[config.mk]
export PLATFORM = sky130hd
export DESIGN_NAME = mod12_count_ctrl
export DESIGN_NICKNAME = d
export VERILOG_FILES = /design/src/rtl/mod12_count_ctrl.sv
export SDC_FILE = /design/constraint.sdc
export NUM_CORES = 1
export LEC_CHECK = 0
export ABC_AREA = 1
export CORE_AREA = 4 4 75 77
export CTS_CLUSTER_DIAMETER = 40
export DETAILED_ROUTE_END_ITERATION = 10
export DIE_AREA = 0 0 79 81
export PLACE_DENSITY = 0.85
export SYNTH_ARGS = -nofsm -noshare
export SYNTH_HDL_FRONTEND = slang
export SYNTH_SLANG_ARGS = --single-unit
export TNS_END_PERCENT = 5
[constraint.sdc]
create_clock -name clk -period 1.81 [get_ports clk]
set_input_delay 0.181 -clock clk [delete_from_list [all_inputs] [get_ports clk]]
set_output_delay 0.181 -clock clk [all_outputs]
set_load 0.02 [all_outputs]
[src/rtl/mod12_count_ctrl.sv]
// Run/stop/step sequencer for an external mod-MOD counter datapath.
// Conditions four raw buttons, derives the count tick from a prescaler, issues registered
// cnt_en / cnt_clr / tc pulses, tracks wrap-arounds and recovers illegal counter values.
module mod12_count_ctrl #(
  parameter int unsigned PRESCALE = 50000000,
  parameter int unsigned MOD      = 12,
  parameter int unsigned CW       = 4
) (
  input  logic          clk,
  input  logic          reset,
  input  logic          btn_start,
  input  logic          btn_stop,
  input  logic          btn_step,
  input  logic          btn_clr,
  input  logic          one_shot,
  input  logic [CW-1:0] cnt_q,
  output logic          cnt_en,
  output logic          cnt_clr,
  output logic          tc,
  output logic [1:0]    state,
  output logic [7:0]    wrap_cnt
);

  localparam int unsigned PW = (PRESCALE > 2) ? $clog2(PRESCALE) : 1;
  localparam logic [PW-1:0] PresMax = PW'(PRESCALE - 1);
  localparam logic [CW-1:0] TermVal = CW'(MOD - 1);

  typedef enum logic [1:0] {
    StIdle  = 2'b00,
    StRun   = 2'b01,
    StPause = 2'b10,
    StStep  = 2'b11
  } state_e;

  // Button vector order: {clr, step, stop, start}
  logic [3:0] btn_raw;
  logic [3:0] sync1_q, sync2_q, prev_q;
  logic [3:0] btn_edge;

  state_e        state_q, state_d;
  logic [PW-1:0] presc_q, presc_d;
  logic [7:0]    wrap_q, wrap_d;
  logic          en_q, en_d;
  logic          clr_q, clr_d;
  logic          tc_q, tc_d;

  logic       tick;
  logic       at_term;
  logic       illegal;
  logic [7:0] wrap_inc;

  assign btn_raw  = {btn_clr, btn_step, btn_stop, btn_start};
  assign btn_edge = sync2_q & ~prev_q;

  assign tick     = (state_q == StRun) && (presc_q == PresMax);
  assign at_term  = (cnt_q == TermVal);
  // While a clear is already on its way to the datapath the stale value is not re-flagged.
  assign illegal  = (state_q != StIdle) && (cnt_q > TermVal) && !clr_q;
  assign wrap_inc = (wrap_q == 8'hFF) ? wrap_q : wrap_q + 8'd1;

  // Two-flop synchronizers plus previous-value flop for rising-edge detection.
  always_ff @(posedge clk or negedge reset) begin
    if (!reset) begin
      sync1_q <= '0;
      sync2_q <= '0;
      prev_q  <= '0;
    end else begin
      sync1_q <= btn_raw;
      sync2_q <= sync1_q;
      prev_q  <= sync2_q;
    end
  end

  // Next-state, prescaler, wrap counter and output-pulse decisions (clr > stop > start > step).
  always_comb begin
    state_d = state_q;
    presc_d = presc_q;
    wrap_d  = wrap_q;
    en_d    = 1'b0;
    clr_d   = 1'b0;
    tc_d    = 1'b0;
    if (btn_edge[3]) begin
      state_d = StIdle;
      presc_d = '0;
      wrap_d  = '0;
      clr_d   = 1'b1;
    end else if (illegal) begin
      // Drop any pending tick, keep the prescaler free-running in RUN.
      clr_d = 1'b1;
      if (state_q == StRun) begin
        presc_d = tick ? '0 : presc_q + PW'(1);
      end
    end else begin
      unique case (state_q)
        StIdle: begin
          presc_d = '0;
          if (btn_edge[0]) begin
            state_d = StRun;
          end else if (btn_edge[2]) begin
            state_d = StStep;
          end
        end
        StRun: begin
          if (btn_edge[1]) begin
            state_d = StPause;
          end else if (tick) begin
            presc_d = '0;
            en_d    = 1'b1;
            tc_d    = at_term;
            if (at_term) begin
              wrap_d = wrap_inc;
              if (one_shot) begin
                state_d = StPause;
              end
            end
          end else begin
            presc_d = presc_q + PW'(1);
          end
        end
        StPause: begin
          if (btn_edge[0]) begin
            state_d = StRun;
          end else if (btn_edge[2]) begin
            state_d = StStep;
          end
        end
        StStep: begin
          en_d    = 1'b1;
          tc_d    = at_term;
          state_d = StPause;
          if (at_term) begin
            wrap_d = wrap_inc;
          end
        end
      endcase
    end
  end

  // State and registered outputs; reset drops every output immediately.
  always_ff @(posedge clk or negedge reset) begin
    if (!reset) begin
      state_q <= StIdle;
      presc_q <= '0;
      wrap_q  <= '0;
      en_q    <= 1'b0;
      clr_q   <= 1'b0;
      tc_q    <= 1'b0;
    end else begin
      state_q <= state_d;
      presc_q <= presc_d;
      wrap_q  <= wrap_d;
      en_q    <= en_d;
      clr_q   <= clr_d;
      tc_q    <= tc_d;
    end
  end

  assign cnt_en   = en_q;
  assign cnt_clr  = clr_q;
  assign tc       = tc_q;
  assign state    = state_q;
  assign wrap_cnt = wrap_q;

endmodule

---- Yosys cells after proc, flatten, opt, wreduce, memory -nomap -nowiden ----
Index checks and enable logic that the tools add are counted.
word-level totals
  bits in registers ....................... 51
  output and inout bits ................... 13
  bits of input ports ..................... 11
  logic and storage cells ................. 75
cells by class
  bitwise logic cells ..................... 2
  order comparisons ....................... 1
  eq/ne operators ......................... 15
  add/subtract/negate cells ............... 2
  reductions and logical operators ........ 12
  mux-type cells .......................... 34
operators by type and width
  kind                     number
  $mux W26                 5
  $pmux W26 S2             1
  $mux W8                  6
  $add A26 B1 Y26 const B  1
  $eq A26 B26 Y1 const B   1
  $mux W2                  8
  $ne A4 B4 Y1 const B     4
  $pmux W8 S2              1
  $mux W1                  10
  $add A8 B1 Y8 const B    1
  $eq A8 B8 Y1 const B     1
  $ne A3 B3 Y1 const B     2
  $pmux W2 S3              1
  $reduce_bool A3 Y1       2
  $reduce_and A5 Y1        1
  $and A4 B4 Y4            1
  $eq A2 B2 Y1 const B     2
  $eq A4 B4 Y1 const B     1
  $gt A4 B4 Y1 const B     1
  $ne A4 B1 Y1 const B     1
  $not A4 Y4               1
  $pmux W1 S2              2
  $reduce_and A4 Y1        1
  $logic_and A1 B1 Y1      3
  other kinds (8)          8

---- Depth between registers and ports, before layout ----
  word-level depth ........................ 8
  gate-level depth with buffers ........... 12
  gate-level depth less buffers ........... 12

---- Worst setup path before layout ----
No wires, ideal clock.
  path type ............................... reg2reg
  start ................................... register wrap_q[0] (netlist: wrap_cnt[0])
  end ..................................... register wrap_q[6] (netlist: wrap_cnt[6])
  library setup time ...................... 0.065 ns
  arrival ................................. 1.623 ns
  path slack .............................. 0.122 ns
  required time ........................... 1.745 ns
  cell stages (with the launch flop) ...... 10
  buffers on the path ..................... 0
  clock period less this slack ............ 1.688 ns
  cells stage by stage .................... dfrtp_1 -> ha_1 -> nand2_1 -> nor3b_1 -> nand2_1 -> a21oi_1 -> nor2_4 -> nand3_4 -> nand2_1 -> nand2_1
on the way
  longest elaborated chain between the ends .. 8
  elaborated cells on any way between the ends .. 9
  those cells by class .................... 1 x add/sub; 1 x eq/ne; 7 x mux
ends and longest elaborated chain
  what                                                  line      source
  start, declared                                       42        logic [7:0] wrap_q, wrap_d;
  start signal, assigned                                151       wrap_q <= wrap_d;
  $add A8 B1 Y8 / $eq A8 B8 Y1 (equally long branches)  59        assign wrap_inc = (wrap_q == 8'hFF) ? wrap_q : wrap_q + 8'd1;
  $mux W8 (*)                                           59
  $mux W8 (*)                                           110, 131
  $mux W8                                               106       end else if (tick) begin
  $mux W8                                               104       if (btn_edge[1]) begin
  $pmux W8 S2 (*)                                       94        unique case (state_q)
  $mux W8 (*)                                           87        end else if (illegal) begin
  $mux W8 (*)                                           82        if (btn_edge[3]) begin
Mark *: on every way between the ends. The rest lies on a longest branch, timed or not. The select of a mux whose other input is x is not followed.
A chain may end at the register's enable or synchronous reset.

---- Final worst setup path ----
  start ................................... register state_q[1] (netlist: state[1])
  end ..................................... register presc_q[20]
on the way
  longest elaborated chain between the ends .. 7
  elaborated cells on any way between the ends .. 16
  those cells by class .................... 3 x eq/ne; 6 x mux; 7 x reduce/logical
ends and longest elaborated chain
  what                    line        source
  start, declared         40          state_e state_q, state_d;
  start signal, assigned  142         state_q <= StIdle;
  start signal, assigned  149         state_q <= state_d;
  $eq A2 B1 Y1            55, 90, 94
  $logic_and A1 B1 Y1     55          assign tick = (state_q == StRun) && (presc_q == PresMax);
  $mux W26                91, 106
  $mux W26                104
  $pmux W26 S2            94
  $mux W26                87
  $mux W26                82
  end signal, assigned    150         presc_q <= presc_d;
  end, declared           41          logic [PW-1:0] presc_q, presc_d;
Several ways; a longest one is shown, not always the timed one. The select of a mux whose other input is x is not followed.

==> flow_metrics.py <==
metrics = {
    "floorplanning": {
        "fp.dieH_um": 81,
        "start_util_pct": 56.3,
        "fp-row-count": 26,
        "core_sq_um": 5010,
        "io_pins": 24,
        "chipWidth_um": 79,
        "design.die.area_sq_um": 6400,
    },
    "logic_synthesis": {
        "synth-adder-area-share_pct": 0.888,
        "synth-compound-area-share_pct": 6.70,
        "synth_mux_area_share_pct": 0,
        "synthSimpleGateAreaFrac_pct": 36.5,
        "synth-async-reset-ratio_pct": 100,
        "yosysTopAreaCellShare_pct": 45.3,
        "yosys.cell_count.top_type": "nand2_1",
        "syn_inst": 370,
        "synth_edf_count": 0,
        "synth_top_family_by_area": "simple AND/OR/NAND/NOR gates",
        "ys_seq_area_share_pct": 45.3,
        "synth_flop_cell": "dfrtp_1",
        "synthTopCellsByArea": "dfrtp_1 (45%), nand2_1 (15%), nor2_1 (5.9%), inv_1 (5.6%), nand4_1 (3.3%)",
        "synth_commonest_cells": "nand2_1 (114), dfrtp_1 (51), nor2_1 (44)",
        "syn_area_sq_um": 2820,
        "yosys_warnings": 0,
        "ys_ff_latch": 51,
        "synth_area_leader_cell": "dfrtp_1",
        "syn_area_per_cell_sq_um": 7.62,
        "ys_types": 34,
        "synthXorXnorAreaFrac_pct": 3.73,
        "synth_fp_nets": 383,
    },
    "outcome": {
        "status": "finished clean",
    },
    "critical_path": {
        "cpMostUsedCell": "nand2_1",
        "cp_max_fo": 7,
        "crit_path_end_kind": "register",
        "cpPeakStageDelay_ns": 0.49,
        "slowest_stage": "dfrtp_1",
        "worstPathRequired_ns": 2.03,
        "cp.arrival_ns": 1.96,
        "start_kind": "register",
        "path_cells": "buf_4 -> nand2_1 -> a21boi_2 -> buf_4 -> nand4_1 -> nand2_1 -> nand2_1 -> nand2_1 -> inv_1",
        "crit_type": "reg -> reg",
    },
    "grt": {
        "antenna_found_initial": 0,
        "grt_max_degree": 32,
        "grt_use_total_pct": 21.2,
        "grt_overflow": 0,
        "grt_pass1_wl_mm": 10.7,
        "first_global_vias": 2391,
    },
    "placement": {
        "dp_hpwl_mm": 4.75,
        "gp_congestion": 1.01,
        "port_buffers": 23,
        "dp_cells": 476,
    },
    "power": {
        "p_leak_uw": 0.00154,
        "ir_drop_uv": 537,
        "p_per_area_nw_per_um2": 946,
    },
    "clock_tree": {
        "clockBufferDepth": 2,
        "cts_buffers": 5,
        "path_clk_slew_ns": 0.11,
        "h-tree-depth": 2,
        "clock-sinks": 51,
        "clk_latency_ns": 0.32,
        "clockRootBuffer": "clkbuf_8",
        "cts_tree": "built",
    },
    "routing": {
        "viasPerCell": 5.41,
        "wl_per_cell_um": 13.3,
        "post-route-drc-count": 0,
        "first_pass_iters": 5,
        "drt-initial-drc-count": 172,
        "vias": 2631,
        "ant_nets": 0,
        "wirelength_mm": 6.45,
    },
    "sta": {
        "setup_violations": 0,
        "tns_ns": 0,
        "tightest_slew_ns": 0.505,
        "slew_viol_final": 0,
        "fmax_ghz": 0.574,
        "finalClockSkew_ns": 0.00885,
        "hold_viol": 0,
        "rsz0062_at_grt": "true",
        "fin_crit_ns": 1.74,
        "slew_headroom_pct": 66.3,
        "finalCritPeriodShare_pct": 96.3,
    },
    "worst_hold_path": {
        "hold_class": "in -> reg",
    },
    "layout": {
        "nets": 428,
        "n_antenna_cell": 0,
        "syn_to_final_growth_pct": 20.7,
        "final_util_pct": 67.9,
        "instances_no_fill": 486,
        "drive_gt1_share_pct": 13.7,
        "fillers": 427,
    },
    "flow_run": {
        "drv_cap": 0,
    },
}
cell families (layout without fill, tap and decap cells):
family,after synthesis,after routing
buffers and inverters,48,94
AND/OR/NAND/NOR,224,224
AO/OA/AOI/OAI,33,33
adder cells (fa/ha/maj),2,2
flip-flops,51,51
XOR/XNOR,12,12
metal layers:
layer  vias to the layer above  wire length, um  track usage (%)
met2                        90             3170             34.9
met4                         0              125             8.08
met1                      1248             2800             27.8
met5                         -                0                0
li1                       1279                -                -
met3                        14              349             4.32
through the flow:
stage | area, sq um | setup slack, ns | hold slack [ns] | power, uW
3_5_place_dp | 3240 | -0.0235 | 0.176 | 2460
3_3_place_gp | 3240 | 0.0248 | 0.170 | 2430
4_1_cts | 3350 | 0.0119 | 0.284 | 3180
6_report | 3400 | 0.0670 | 0.292 | 3220
2_1_floorplan | 2820 | 0.122 | -0.115 | 2030
5_1_grt | 3400 | -0.0494 | 0.276 | 3410
worst max-delay path: cells and delay by family, from the launching register on:
family | cells | cell delay, ns
AO/OA/AOI/OAI | 1 | 0.29
buffers and inverters | 3 | 0.44
flip-flops | 1 | 0.49
AND/OR/NAND/NOR | 5 | 0.43
cell usage in the layout, fill, tap and decap left out, types with 2 or more instances in the layout:
cell	count
nor3_1	10
nand4_1	15
nand3b_1	3
a21oi_1	13
nor2_4	5
xor2_1	10
nand2_2	4
nor2_2	5
o21ai_2	2
xnor2_1	2
nand2_4	2
nand3_1	18
nor2_1	41
ha_1	2
o21ai_0	7
clkbuf_8	5
o21ai_1	4
buf_4	16
nor3b_1	3
nand2_1	112
inv_6	2
a21oi_2	2
clkdlybuf4s50_1	22
dfrtp_1	50
inv_1	42
repair_timing:
item / in CTS / in global routing
endpoints found under the hold margin: 20 / 0
resized for setup: 0 / 14
hold buffers: 1 / 0
setup endpoints to repair: 0 / 32
setup buffers: 0 / 1
power breakdown:
part | leakage (uW) | internal, uW | switching (uW)
Clock | 0.0000519 | 294 | 430
Sequential | 0.000674 | 1240 | 119
Combinational | 0.000819 | 434 | 702
Total | 0.00154 | 1970 | 1250
registers in the layout, summed over array words and instances, names as in the netlist, 2 cells and up:
signal    count
prev_q        4
sync2_q       4
sync1_q       4
state         2
presc_q      26
wrap_cnt      8
layout make-up:
type                            count  area, sq um  area share, %
Multi-Input combinational cell    271         1390           40.8
Sequential cell                    51         1280           37.6
Timing Repair Buffer               41          375           11.0
Inverter                           45          171           5.04
Tap cell                           70         87.6           2.57
Clock buffer                        5         68.8           2.02
Clock inverter                      3         33.8          0.993
final timing paths:
kind | to | cells after the start | startpoint | slack [ns]
max in group asynchronous | state[0]$_DFFE_PN0P_ | 3 | reset | 0.92
min | sync1_q[1]$_DFF_PN0_ | 1 | btn_stop | 0.29
max reg2reg | presc_q[20]$_DFFE_PN0P_ | 9 | state[1]$_DFFE_PN0P_ | 0.07
min reg2reg | sync2_q[3]$_DFF_PN0_ | 0 | sync1_q[3]$_DFF_PN0_ | 0.36
min in group asynchronous | wrap_cnt[3]$_DFFE_PN0P_ | 2 | reset | 0.35
max | presc_q[20]$_DFFE_PN0P_ | 9 | state[1]$_DFFE_PN0P_ | 0.07
Note: power is estimated with default switching activity, not from simulation.
